[config.mk]
export PLATFORM = sky130hd
export DESIGN_NAME = debounce_toggle_multi
export DESIGN_NICKNAME = d
export VERILOG_FILES = /design/src/rtl/debounce_pkg.sv /design/src/rtl/debounce_chan.sv /design/src/rtl/debounce_toggle_multi.sv
export SDC_FILE = /design/constraint.sdc
export NUM_CORES = 1
export LEC_CHECK = 0
export CAP_MARGIN = 40
export CORE_MARGIN = 5
export CORE_UTILIZATION = 40
export CTS_CLUSTER_SIZE = 25
export DETAILED_ROUTE_END_ITERATION = 10
export GPL_TIMING_DRIVEN = 0
export PLACE_DENSITY = 0.56
export SETUP_SLACK_MARGIN = 0.5
export SLEW_MARGIN = 20
export SYNTH_ARGS = -nofsm -noshare
export SYNTH_HDL_FRONTEND = slang
export SYNTH_SLANG_ARGS = --single-unit
[constraint.sdc]
create_clock -name i_Clk -period 4.4 [get_ports i_Clk]
set_input_delay 0.66 -clock i_Clk [delete_from_list [all_inputs] [get_ports i_Clk]]
set_output_delay 0.66 -clock i_Clk [all_outputs]
set_load 0.02 [all_outputs]
[src/rtl/debounce_pkg.sv]
// Shared constants and helpers for the switch debounce front end.
//   SYNC_STAGES               - depth of the per-channel input synchroniser
//   DEFAULT_DEBOUNCE_CYCLES   - default stable-count length
//   DEFAULT_LONG_PRESS_CYCLES - default hold length for the long-press event
//   clog2()                   - ceiling log2, used to size counters
package debounce_pkg;

  localparam int unsigned SYNC_STAGES               = 2;
  localparam int unsigned DEFAULT_DEBOUNCE_CYCLES   = 250000;
  localparam int unsigned DEFAULT_LONG_PRESS_CYCLES = 12500000;

  function automatic int unsigned clog2(input int unsigned value);
    int unsigned result;
    int unsigned v;
    result = 0;
    v      = (value > 0) ? value - 1 : 0;
    while (v > 0) begin
      result = result + 1;
      v      = v >> 1;
    end
    return result;
  endfunction

endpackage

[src/rtl/debounce_chan.sv]
// One switch channel: 2-flop synchroniser, stable-count debouncer, press/release
// pulses, toggle latch and (with DEBOUNCE_LONG_PRESS_EN defined) a long-press
// detector. All outputs are registered.
//   clk_i        - system clock
//   rst_i        - asynchronous active-high reset
//   switch_i     - raw asynchronous switch input, 1 = pressed
//   toggle_clr_i - synchronous clear of toggle_o (wins over a toggle event)
//   level_o      - debounced level
//   press_o      - 1-cycle pulse on debounced 0->1
//   release_o    - 1-cycle pulse on debounced 1->0
//   toggle_o     - toggle state
//   long_o       - 1-cycle long-press pulse (0 when the macro is undefined)
module debounce_chan
  import debounce_pkg::*;
#(
  parameter int unsigned DebounceCycles  = DEFAULT_DEBOUNCE_CYCLES,
  parameter int unsigned ToggleOnRelease = 1,
  parameter int unsigned LongPressCycles = DEFAULT_LONG_PRESS_CYCLES
) (
  input  logic clk_i,
  input  logic rst_i,
  input  logic switch_i,
  input  logic toggle_clr_i,
  output logic level_o,
  output logic press_o,
  output logic release_o,
  output logic toggle_o,
  output logic long_o
);

  localparam int unsigned      CntW   = clog2(DebounceCycles);
  localparam logic [CntW-1:0]  CntMax = CntW'(DebounceCycles - 1);

  logic [SYNC_STAGES-1:0] sync_q, sync_d;
  logic [CntW-1:0]        cnt_q, cnt_d;
  logic                   level_q, level_d;
  logic                   press_q, press_d;
  logic                   release_q, release_d;
  logic                   toggle_q, toggle_d;
  logic                   sync_s;
  logic                   toggle_evt;
  logic                   toggle_block;

  assign sync_s = sync_q[SYNC_STAGES-1];

  always_comb begin
    sync_d    = {sync_q[SYNC_STAGES-2:0], switch_i};
    cnt_d     = cnt_q;
    level_d   = level_q;
    press_d   = 1'b0;
    release_d = 1'b0;
    // Any sample agreeing with the current level restarts the stable count.
    if (sync_s == level_q) begin
      cnt_d = '0;
    end else if (cnt_q == CntMax) begin
      level_d   = sync_s;
      cnt_d     = '0;
      press_d   = sync_s;
      release_d = ~sync_s;
    end else begin
      cnt_d = cnt_q + CntW'(1);
    end

    toggle_evt = (ToggleOnRelease != 0) ? release_q : press_q;
    if (toggle_clr_i) begin
      toggle_d = 1'b0;
    end else begin
      toggle_d = toggle_q ^ (toggle_evt & ~toggle_block);
    end
  end

  always_ff @(posedge clk_i or posedge rst_i) begin
    if (rst_i) begin
      sync_q    <= '0;
      cnt_q     <= '0;
      level_q   <= 1'b0;
      press_q   <= 1'b0;
      release_q <= 1'b0;
      toggle_q  <= 1'b0;
    end else begin
      sync_q    <= sync_d;
      cnt_q     <= cnt_d;
      level_q   <= level_d;
      press_q   <= press_d;
      release_q <= release_d;
      toggle_q  <= toggle_d;
    end
  end

`ifdef DEBOUNCE_LONG_PRESS_EN
  localparam int unsigned      HoldW   = clog2(LongPressCycles + 1);
  localparam logic [HoldW-1:0] HoldMax = HoldW'(LongPressCycles);

  logic [HoldW-1:0] hold_q, hold_d;
  logic             long_q, long_d;

  always_comb begin
    hold_d = hold_q;
    long_d = 1'b0;
    if (!level_q) begin
      hold_d = '0;
    end else if (hold_q != HoldMax) begin
      hold_d = hold_q + HoldW'(1);
      long_d = (hold_q == HoldMax - HoldW'(1));
    end
  end

  always_ff @(posedge clk_i or posedge rst_i) begin
    if (rst_i) begin
      hold_q <= '0;
      long_q <= 1'b0;
    end else begin
      hold_q <= hold_d;
      long_q <= long_d;
    end
  end

  // hold_q only clears the cycle after release_q, so it still shows whether
  // the press that just ended was a long one.
  assign toggle_block = (ToggleOnRelease != 0) && (hold_q == HoldMax);
  assign long_o       = long_q;
`else
  logic unused_long_cfg;
  assign unused_long_cfg = (LongPressCycles != 0);
  assign toggle_block    = 1'b0;
  assign long_o          = 1'b0;
`endif

  assign level_o   = level_q;
  assign press_o   = press_q;
  assign release_o = release_q;
  assign toggle_o  = toggle_q;

endmodule

[src/rtl/debounce_toggle_multi.sv]
// N-channel pushbutton front end; each channel is an independent debounce_chan.
// Optional long-press detection is compiled in with DEBOUNCE_LONG_PRESS_EN.
//   i_Clk        - system clock
//   i_Rst        - asynchronous active-high reset
//   i_Switch     - raw switch inputs, 1 = pressed
//   i_Toggle_Clr - synchronous per-channel clear of o_Toggle
//   o_Level      - debounced levels
//   o_Press      - 1-cycle pulses on debounced 0->1
//   o_Release    - 1-cycle pulses on debounced 1->0
//   o_Toggle     - toggle states
//   o_Long       - 1-cycle long-press pulses (0 when compiled out)
module debounce_toggle_multi
  import debounce_pkg::*;
#(
  parameter int unsigned NUM_CH            = 4,
  parameter int unsigned DEBOUNCE_CYCLES   = DEFAULT_DEBOUNCE_CYCLES,
  parameter int unsigned TOGGLE_ON_RELEASE = 1,
  parameter int unsigned LONG_PRESS_CYCLES = DEFAULT_LONG_PRESS_CYCLES
) (
  input  logic              i_Clk,
  input  logic              i_Rst,
  input  logic [NUM_CH-1:0] i_Switch,
  input  logic [NUM_CH-1:0] i_Toggle_Clr,
  output logic [NUM_CH-1:0] o_Level,
  output logic [NUM_CH-1:0] o_Press,
  output logic [NUM_CH-1:0] o_Release,
  output logic [NUM_CH-1:0] o_Toggle,
  output logic [NUM_CH-1:0] o_Long
);

  for (genvar g = 0; g < NUM_CH; g++) begin : g_chan
    debounce_chan #(
      .DebounceCycles (DEBOUNCE_CYCLES),
      .ToggleOnRelease(TOGGLE_ON_RELEASE),
      .LongPressCycles(LONG_PRESS_CYCLES)
    ) u_chan (
      .clk_i       (i_Clk),
      .rst_i       (i_Rst),
      .switch_i    (i_Switch[g]),
      .toggle_clr_i(i_Toggle_Clr[g]),
      .level_o     (o_Level[g]),
      .press_o     (o_Press[g]),
      .release_o   (o_Release[g]),
      .toggle_o    (o_Toggle[g]),
      .long_o      (o_Long[g])
    );
  end

endmodule

* After elaboration in Yosys (flattened, before gate mapping)
Index checks and enable logic that the tools add are counted. Widths: inputs -> output; s select.
Operators by class: add/sub/neg operators 4, eq/ne operators 8, muxes and demuxes 28, bitwise gates (word level) 12, reductions and logical operators 4
Operator list (number):
- $mux 18 | 8
- $add 18x1->18 const B | 4
- $eq 18x18->1 const B | 4
- $mux 1 | 20
- $not 1->1 | 8
- $reduce_and 2->1 | 4
- $eq 1x1->1 | 4
- $xor 1x1->1 | 4
Word-level totals: bits in registers 96, input port bits 10, output and inout port bits 20, logic and storage cells 80

* Logic depth before layout (Yosys ltp)
Gate-level depths: netlist of the first run.
word-level depth 3, mapped depth 6, gate-level depth less buffers 5

* Hierarchy
A second synthesis of the first run with hierarchy kept.
Unflattened totals: cells, all modules 444, area total of the unflattened synthesis 4769.6 µm²
By module, submodules not included:
- debounce_chan | times used 4, cells each 111, area an instance 1192.4 µm², sequential area each 600.6 µm²

* Least setup slack after synthesis of the first run
Ideal clock, no wire load.
path type reg2reg, start register g_chan[2].u_chan.cnt_q[13], end register g_chan[2].u_chan.level_q, setup time 0.125 ns, arrival 1.981 ns, data required time 4.275 ns, slack 2.294 ns, stages on the path, launching flop included 5, path buffers 0, clock period less this slack 2.106 ns, cell sequence dfrtp_1 > or4b_1 > or4_4 > or2_4 > mux2_4
On the way: longest elaborated chain between the ends 2
Ends and longest elaborated chain:
- from (decl) | RTL line debounce_chan.sv:35 | logic [CntW-1:0] cnt_q, cnt_d;
- from (signal assigned) | RTL line debounce_chan.sv:82 | cnt_q <= cnt_d;
- $eq 18x18->1 | RTL line debounce_chan.sv:55 | end else if (cnt_q == CntMax) begin
- $reduce_and 2->1 (no source line)
- to (signal assigned) | RTL line debounce_chan.sv:83 | level_q <= level_d;
- to (decl) | RTL line debounce_chan.sv:36 | logic level_q, level_d;
Every way passes these cells. A chain may end at the register's enable or synchronous reset.

* Worst setup path in the final report of the first run
start register g_chan[0].u_chan.cnt_q[9], end register g_chan[0].u_chan.cnt_q[12]
On the way: longest elaborated chain between the ends 3, elaborated cells between the ends (all ways) 4, those cells by class 1 x add/sub; 1 x eq/ne; 2 x mux
Ends and longest elaborated chain:
- from (decl) | RTL line debounce_chan.sv:35
- from (signal assigned) | RTL line debounce_chan.sv:82
- $add 18x1->18 / $eq 18x18->1 (equally long branches) | RTL line debounce_chan.sv:61, debounce_chan.sv:55
- $mux 18 * | RTL line debounce_chan.sv:55
- $mux 18 * | RTL line debounce_chan.sv:53 | if (sync_s == level_q) begin
- net g_chan[0].u_chan.cnt_d[12] | RTL line debounce_chan.sv:35
Mark *: on every way through the listed nets, which the timed path passes. The rest lies on a longest branch.

==> results of run 1 <==
## cells in the final DEF, fill, tap and decap left out, types with 2 or more instances in the layout
cell                              instances
sky130_fd_sc_hd__nor4_1                  15
sky130_fd_sc_hd__nor4b_1                  3
sky130_fd_sc_hd__or2_2                    3
sky130_fd_sc_hd__mux2_2                   3
sky130_fd_sc_hd__xor2_1                  17
sky130_fd_sc_hd__nand3_1                 29
sky130_fd_sc_hd__o21ai_0                  3
sky130_fd_sc_hd__conb_1                   4
sky130_fd_sc_hd__clkbuf_1                 6
sky130_fd_sc_hd__and3_1                   6
sky130_fd_sc_hd__buf_4                   21
sky130_fd_sc_hd__nand2_1                 16
sky130_fd_sc_hd__nor2b_1                  2
sky130_fd_sc_hd__xnor2_1                 48
sky130_fd_sc_hd__or4_1                    7
sky130_fd_sc_hd__dfrtp_1                 96
sky130_fd_sc_hd__nand4_1                 22
sky130_fd_sc_hd__nor3_1                  14
sky130_fd_sc_hd__or3_1                    4
sky130_fd_sc_hd__o41ai_2                  2
sky130_fd_sc_hd__inv_1                    7
sky130_fd_sc_hd__clkdlybuf4s50_1         25
sky130_fd_sc_hd__o31ai_1                  4
sky130_fd_sc_hd__nor3b_1                  8
sky130_fd_sc_hd__clkbuf_8                 3
sky130_fd_sc_hd__a21oi_1                  7
sky130_fd_sc_hd__clkinv_2                 2
sky130_fd_sc_hd__nor2_1                  74
sky130_fd_sc_hd__ha_1                     4
sky130_fd_sc_hd__and4_1                   3
sky130_fd_sc_hd__clkbuf_16                9
## critical path, delay by kind of cell, from the launching register on
kind	cells	cell delay [ps]
AO/OA/AOI/OAI	1	620
buffers and inverters	2	620
flip-flops	1	360
AND/OR/NAND/NOR	3	670
## worst paths after layout
check	to	cells past startpoint	slack [ps]
setup / recovery	g_chan[0].u_chan.cnt_q[12]	6	2000
hold / removal	g_chan[3].u_chan.sync_q[1]	0	350
setup reg to reg	g_chan[0].u_chan.cnt_q[12]	6	2000
hold reg to reg	g_chan[3].u_chan.sync_q[1]	0	350
max in group asynchronous	g_chan[0].u_chan.cnt_q[16]	3	3170
min in group asynchronous	g_chan[3].u_chan.toggle_o	2	620
## sequential cells by signal, summed over array words and instances, names as in the netlist
name                     cells
g_chan.u_chan.toggle_o       4
g_chan.u_chan.cnt_q         72
g_chan.u_chan.press_o        4
g_chan.u_chan.release_o      4
g_chan.u_chan.level_o        4
g_chan.u_chan.sync_q         8
## power by group
group / total [µW] / internal (µW) / switching [µW] / leakage (µW)
registers: 907 / 895 / 12.0 / 0.00131
clock network: 795 / 482 / 314 / 0.000154
logic: 63.9 / 24.0 / 39.8 / 0.000684
## cells by family after synthesis
family	share of synthesized area, %
XOR/XNOR	12.6
AND/OR/NAND/NOR	24.6
multiplexers	1.08
other	0.0829
flip-flops	53.1
buffers and inverters	4.65
AO/OA/AOI/OAI	2.79
adder cells (fa/ha/maj)	1.11
## through the flow
| stage | std cells | area, µm² | setup TNS (ps) | worst slack [ps] | utilization (%) |
|---|---|---|---|---|---|
| 2_1_floorplan | 440 | 4530 | 0 | 1230 | - |
| 3_3_place_gp | 605 | 4960 | -30050 | -321 | 45.2 |
| 3_5_place_dp | 606 | 4990 | 0 | 1950 | 45.5 |
| 4_1_cts | 621 | 5300 | 0 | 1940 | 48.2 |
| 5_1_grt | 621 | 5300 | 0 | 1660 | 48.2 |
| 6_report | 621 | 5300 | 0 | 2000 | 48.2 |
## layer usage
metal / track usage (%) / wire [µm] / share of wire (%) / up-vias
met5: 0 / 0 / 0 / -
met4: 6.57 / 152 / 1.8 / 0
met3: 3.73 / 328 / 3.9 / 12
met2: 21.7 / 3760 / 45 / 42
met1: 17.9 / 4150 / 49 / 1519
li1: - / - / - / 1586
## layout make-up
cell class	instances	area, µm²
Buffer	27	180
Clock buffer	12	267
Clock inverter	3	40.0
Fill cell	1045	5680
Inverter	8	35.0
Multi-Input combinational cell	309	1920
Sequential cell	96	2400
Tap cell	140	175
Timing Repair Buffer	26	278
==> metrics.yaml, run 1 <==
detail_placement_hpwl_um: 5690
drtIter0Drc: 146
yosys_top_cell_area_share_pct: 53.1
cts-root-to-sink-buffers: 2
worst_skew_pair_latency_ps: 340
first_global_vias: 3217
synth_area_leader_cell: "sky130_fd_sc_hd__dfrtp_1"
worstReg2RegStart: "g_chan[0].u_chan.cnt_q[9]"
cts-hold-fix-buffers: 0
area_delta_synth_final_pct: 17.2
numCtsBuffers: 9
post_synth_inst_count: 437
dieWidth_um: 116
achievable-frequency_mhz: 416
drive_gt1_share_pct: 10.6
final_antenna_net_count: 0
grt_setup_unrepaired: "false"
setup-violations-final: 0
async_reset_ff_share_pct: 100
total_vias_in_the_final_route: 3159
worstSetupPathType: "reg2reg"
post_cts_resized: 0
leakagePower_uw: 0.00215
antenna_found_initial: 0
post_synth_instance_area_um2: 4520
synthMostInstantiatedCell: "sky130_fd_sc_hd__dfrtp_1"
clkTransAtPathRegs_ps: 60
report.power.total_uw: 1770
power-per-cell-area_nw_per_um2: 333
cts.htree.levels: 3
synth-seq-area-share_pct: 53.1
critPathMaxFanout: 10
worst_ep_required_time_ps: 4610
critPathMostFrequentCell: "sky130_fd_sc_hd__clkbuf_1"
core_area_um2: 11000
post-cts-setup-buffer-count: 0
floorplan.die.height_um: 116
cp_cell_sequence: "clkbuf_1 > nor4b_1 > nand3_1 > o41ai_2 > clkbuf_1 > nor2_1"
critical-path-max-stage-delay_ps: 620
netlist_top_cells_area: "sky130_fd_sc_hd__dfrtp_1, sky130_fd_sc_hd__xnor2_1, sky130_fd_sc_hd__nor2_1, sky130_fd_sc_hd__buf_4, sky130_fd_sc_hd__xor2_1"
postSynth.topFlopCell: "sky130_fd_sc_hd__dfrtp_1"
clk_root_buffer_cell: "sky130_fd_sc_hd__clkbuf_16"
design.die.area_um2: 13500
worst_clock_skew_ps: 8.86
num_rows: 38
io-pin-count: 30
hold_slack_ps: 349
critPathCaptureType: "flip-flop"
max_cap_violations: 0
final-max-slew-violation-count: 0
avgViaCountPerCell: 5.09
min_period_over_period_pct: 54.6
synth_commonest_cells: "sky130_fd_sc_hd__dfrtp_1, sky130_fd_sc_hd__nor2_1, sky130_fd_sc_hd__xnor2_1"
floorplan.initialDensity_pct: 41.2
start_kind: "flip-flop"
vdd_ir_drop_max_v: 0.000191
cell_at_the_slowest_stage_of_the_critical_path: "sky130_fd_sc_hd__o41ai_2"
globalRouteOverflowTotal: 0
min-delay-start: "g_chan[3].u_chan.sync_q[0]"
firstDrtPassIters: 4
status: "finished clean"
postSynthAreaPerCell_um2: 10.4
hold_path_class: "reg2reg"
grt_pass1_wl_um: 14900
synth_warnings: 0
slew_headroom_pct: 46.8
wirelength_um: 8390
grt.total_usage_pct: 13.9
n_diodes: 0
gp_congestion: 0.797
route.detailed.drc: 0
cts_num_sinks: 96
cts_tree: "done"
timing.final.hold_violations: 0
yosys_cell_types: 38
drt-wirelength-per-cell_um: 13.5
io_buffer_count: 25
fin_crit_ps: 2400
worst_pin_slew_ps: 789
fin_nets: 491
synth_edf_count: 0
critical_path.startpoint: "g_chan[0].u_chan.cnt_q[9]"
grt_max_degree: 78
cp.arrival_ps: 2610
seq_cells_post_synth: 96
No activity file was read; power rests on OpenSTA's default activity.
==> run 2: changes to the inputs <==
Clock period 4.4 ns to 2.3 ns, I/O delays scaled along.
==> metrics.yaml, run 2 (synthesis results as in run 1) <==
max_cap_violations: 0
top_regs: "g_chan.u_chan.cnt_q (72), g_chan.u_chan.sync_q (8)"
final_antenna_net_count: 0
worst_clock_skew_ps: 5.41
grt_max_degree: 34
finish.instance_area_um2: 5800
power-per-cell-area_nw_per_um2: 592
min_period_over_period_pct: 91.7
achievable-frequency_mhz: 474
grt.total_usage_pct: 14.1
cp.arrival_ps: 2340
grt_pass1_wl_um: 15200
worst_ep_required_time_ps: 2530
rrSetupSlack_ps: 190
vdd_ir_drop_max_v: 0.000366
cts_tree: "done"
io-pin-count: 30
grtUsageMet3_pct: 2.85
area_delta_synth_final_pct: 28.2
worstReg2RegStart: "g_chan[2].u_chan.cnt_q[13]"
top_register: "g_chan.u_chan.cnt_q"
final-max-slew-violation-count: 0
drive_gt1_share_pct: 23.9
drt-wirelength-per-cell_um: 13.8
drtIter0Drc: 157
grtUsageMet2_pct: 22.3
antenna_found_initial: 0
use_met1_pct: 18.5
leakagePower_uw: 0.00247
core_area_um2: 11000
detail_placement_hpwl_um: 5970
num_rows: 38
fin_crit_ps: 2110
cts_num_sinks: 96
critical_path.reg2reg.endpoint: "g_chan[2].u_chan.level_o"
total_vias_in_the_final_route: 3365
gp_congestion: 0.792
firstDrtPassIters: 4
grt_setup_unrepaired: "true"
dieWidth_um: 116
cts-root-to-sink-buffers: 2
status: "finished clean"
avgViaCountPerCell: 5.14
design.die.area_um2: 13500
clkTransAtPathRegs_ps: 60
setup-violations-final: 0
finalSetupTns_ps: 0
critPathMaxFanout: 4
floorplan.initialDensity_pct: 41.2
numCtsBuffers: 9
n_diodes: 0
io_buffer_count: 25
floorplan.die.height_um: 116
most-common-layout-cells: "sky130_fd_sc_hd__dfrtp_1, sky130_fd_sc_hd__nor2_1, sky130_fd_sc_hd__buf_4"
mostFrequentLayoutCell: "sky130_fd_sc_hd__dfrtp_1"
first_global_vias: 3241
hold_path_class: "in2async"
r2r_cells: 4
start_kind: "flip-flop"
largest_register_ffs: 72
route.detailed.drc: 0
cts.htree.levels: 3
wirelength_um: 9050
critPathCaptureType: "flip-flop"
busiest_layer: "met2"
place_area_um2: 5070
worst_skew_pair_latency_ps: 340
timing.final.hold_violations: 0
fin_nets: 524
clk_root_buffer_cell: "sky130_fd_sc_hd__clkbuf_16"
worstSetupPathType: "reg2reg"
nFillCells: 979
globalRouteOverflowTotal: 0
-- run 2: cell types whose count changed in the layout (fill, tap and decap cells not counted), sizes merged --
cell	previous run	this run
clkinvlp	0	2
clkdlybuf4s50	25	16
buf	22	59
clkinv	2	1
clkbuf	18	14
dlymetal6s2s	0	5
dlygate4sd2	0	4
-- run 2: final cells by class --
cell class	count	area [µm²]	share of cell area [%]
buffer	27	211	3.65
clock buffer	12	256	4.42
clock inverter	4	51.3	0.885
inverter	8	33.8	0.583
multi-input combinational	309	2090	36.0
sequential	96	2420	41.7
tap	140	175	3.02
timing repair buffer	59	569	9.82
-- run 2: critical path, cell delays in order, from the launching register on --
cell and delay (ps):
sky130_fd_sc_hd__dfrtp_1 380, sky130_fd_sc_hd__or4b_4 520, sky130_fd_sc_hd__or4_4 530, sky130_fd_sc_hd__or2_4 270, sky130_fd_sc_hd__mux2_4 290
-- run 2: how the worst max path moves through the flow --
stage | cells past startpoint | startpoint | end
4_1_cts | 4 | g_chan[2].u_chan.cnt_q[6] | g_chan[2].u_chan.level_o
3_5_place_dp | 5 | g_chan[2].u_chan.cnt_q[10] | g_chan[2].u_chan.cnt_q[11]
3_3_place_gp | 2 | i_Rst | g_chan[1].u_chan.toggle_o
5_1_grt | 4 | g_chan[2].u_chan.cnt_q[13] | g_chan[2].u_chan.level_o
6_report | 4 | g_chan[2].u_chan.cnt_q[13] | g_chan[2].u_chan.level_o
2_1_floorplan | 4 | g_chan[2].u_chan.cnt_q[9] | g_chan[2].u_chan.level_o
-- run 2: repair_timing --
| action | 4_1_cts | 5_1_grt |
|---|---|---|
| endpoints found under the setup margin | 68 | 75 |
| hold buffers | 0 | 0 |
| pin swaps | 15 | 12 |
| setup buffers | 16 | 13 |
| cloned | 1 | 1 |
| gates resized for setup | 23 | 45 |
-- run 2: routing by layer --
metal  vias up  wire, µm
li1       1642         -
met1      1660      4290
met2        49      4260
met3        14       300
met4         0       197
met5         -         0
-- run 2: per-stage QoR --
step,setup slack [ps],hold slack (ps),std cells,utilization (%),total power [µW]
3_3_place_gp,-221,335,605,45.6,1890
6_report,192,350,655,52.8,3430
2_1_floorplan,205,331,440,-,1850
3_5_place_dp,87.9,339,608,46.2,1910
5_1_grt,152,360,655,52.8,3580
4_1_cts,214,353,641,50.7,3480
-- run 2: report_power, final --
group	switching [µW]	leakage, µW	internal [µW]
clock	627	0.000149	905
sequential	24.3	0.00130	1710
combinational	88.1	0.00103	75.3
==> run 3: changes to the inputs <==
Settings changed: CORE_MARGIN 5 to 4, CTS_BUF_LIST set to sky130_fd_sc_hd__clkbuf_2 sky130_fd_sc_hd__clkbuf_4 sky130_fd_sc_hd__clkbuf_8.
==> metrics.yaml, run 3 (synthesis results as in run 1) <==
pwr-share-clk_pct: 39.4
power.sequential.fraction_pct: 55.5
avgViaCountPerCell: 5.04
worst_ep_required_time_ps: 2570
start_kind: "flip-flop"
dpl_worst_slack_ps: 27.9
design.die.area_um2: 13100
achievable-frequency_mhz: 470
clk_root_buffer_cell: "sky130_fd_sc_hd__clkbuf_8"
met1Wirelength_um: 4290
drtIter0Drc: 171
placed_cells: 608
numCtsBuffers: 9
final_antenna_net_count: 0
worst_clock_skew_ps: 10.3
dieWidth_um: 114
first_global_vias: 3303
drive_gt1_share_pct: 23.9
route.met3.wl_um: 225
timing.final.ws_setup_ps: 175
hold_slack_ps: 324
hold_path_class: "in2async"
vdd_ir_drop_max_v: 0.000363
io_buffer_count: 25
gp_congestion: 0.804
detail_placement_hpwl_um: 5790
finalCoreUtilization_pct: 51.7
grt_max_degree: 35
cts-root-to-sink-buffers: 2
wirelength_um: 8810
leakagePower_uw: 0.00236
layoutNonFillerInstCount: 647
antenna_found_initial: 0
num_rows: 38
route.detailed.drc: 0
netSwitchingPower_uw: 710
met2_wirelength_um: 4080
setup-violations-final: 0
comb_power_share_pct: 5.1
top_regs: "g_chan.u_chan.cnt_q (72), g_chan.u_chan.sync_q (8)"
timing.final.hold_violations: 0
grt_pass1_wl_um: 15600
worst_skew_pair_latency_ps: 380
floorplan.initialDensity_pct: 41.4
p_sw_share_pct: 22.7
core_area_um2: 10900
grt.total_usage_pct: 14.8
drt-wirelength-per-cell_um: 13.6
power-per-cell-area_nw_per_um2: 554
firstDrtPassIters: 4
nFillCells: 1013
floorplan.die.height_um: 114
area_delta_synth_final_pct: 25.0
final-max-slew-violation-count: 0
clkTransAtPathRegs_ps: 90
r2r_cells: 4
most-common-layout-cells: "sky130_fd_sc_hd__dfrtp_1, sky130_fd_sc_hd__nor2_1, sky130_fd_sc_hd__xnor2_1"
io-pin-count: 30
critPathMaxFanout: 4
globalRouteOverflowTotal: 0
total_vias_in_the_final_route: 3258
min_period_over_period_pct: 92.4
fin_nets: 516
max_cap_violations: 0
status: "finished clean"
fin_crit_ps: 2130
finalSetupTns_ps: 0
cp.arrival_ps: 2390
cts_tree: "done"
rrSetupSlack_ps: 170
power_report.internal_total_uw: 2420
cts_num_sinks: 96
mostFrequentLayoutCell: "sky130_fd_sc_hd__dfrtp_1"
cts.htree.levels: 3
n_diodes: 0
top_signal_layer_used: "met4"
critPathCaptureType: "flip-flop"
largest_register_ffs: 72
grt_setup_unrepaired: "true"
worstSetupPathType: "reg2reg"
top_register: "g_chan.u_chan.cnt_q"
-- run 3: cell count changes in the layout (fill, tap and decap cells not counted), moves of 3 or more --
cell and change:
sky130_fd_sc_hd__clkbuf_8 +8, sky130_fd_sc_hd__clkbuf_16 -9, sky130_fd_sc_hd__dlymetal6s2s_1 -4, sky130_fd_sc_hd__clkdlybuf4s50_1 -4, sky130_fd_sc_hd__buf_4 -7, sky130_fd_sc_hd__dlygate4sd2_1 +8, sky130_fd_sc_hd__nor2_4 +3
-- run 3: layout make-up --
class,count,area (µm²),area share [%]
inverters,8,33.8,0.597
multi-input cells,309,2110,37.3
plain buffers,27,213,3.76
repair buffers,51,489,8.65
well taps,140,175,3.10
flip-flops and latches,96,2420,42.7
clock inverters,6,82.6,1.46
clock buffers,10,138,2.43
-- run 3: layer usage --
metal / GRT usage [%] / up-vias
met5: 0 / -
met4: 7.52 / 0
met3: 3.01 / 19
met2: 22.4 / 35
met1: 20.4 / 1576
li1: - / 1628
-- run 3: power by group through the flow --
stage               clock network, µW  registers [µW]  logic (µW)
floorplan                           0            1760        85.5
global placement                    0            1770         124
detailed placement                  0            1770         139
CTS                              1280            1730         149
global route                     1350            1740         181
finish                           1230            1740         161
-- run 3: metrics by stage --
stage          cell area [µm²]  total power [µW]
6_report                  5650              3130
5_1_grt                   5650              3270
4_1_cts                   5440              3160
3_5_place_dp              5070              1910
3_3_place_gp              5010              1890
2_1_floorplan             4580              1850
-- run 3: path summary, 6_finish.rpt --
| check | start | to |
|---|---|---|
| setup / recovery | g_chan[2].u_chan.cnt_q[8] | g_chan[2].u_chan.level_o |
| hold / removal | i_Rst | g_chan[1].u_chan.cnt_q[14] |
| setup reg to reg | g_chan[2].u_chan.cnt_q[8] | g_chan[2].u_chan.level_o |
| hold reg to reg | g_chan[1].u_chan.sync_q[0] | g_chan[1].u_chan.sync_q[1] |
| max in group asynchronous | i_Rst | g_chan[3].u_chan.cnt_q[10] |
| min in group i_Clk | g_chan[1].u_chan.sync_q[0] | g_chan[1].u_chan.sync_q[1] |
-- run 3: repair_timing --
action | in CTS | in global routing
hold buffers | 0 | 0
setup endpoints to repair | 79 | 66
pin swaps | 8 | 15
resized for setup | 27 | 50
cloned | 0 | 1
setup buffers | 14 | 8
-- run 3: critical path: stages (launching register included) --
cell and delay (ps):
sky130_fd_sc_hd__dfrtp_1 420, sky130_fd_sc_hd__or4_1 490, sky130_fd_sc_hd__or4_4 540, sky130_fd_sc_hd__or2_4 270, sky130_fd_sc_hd__mux2_4 300
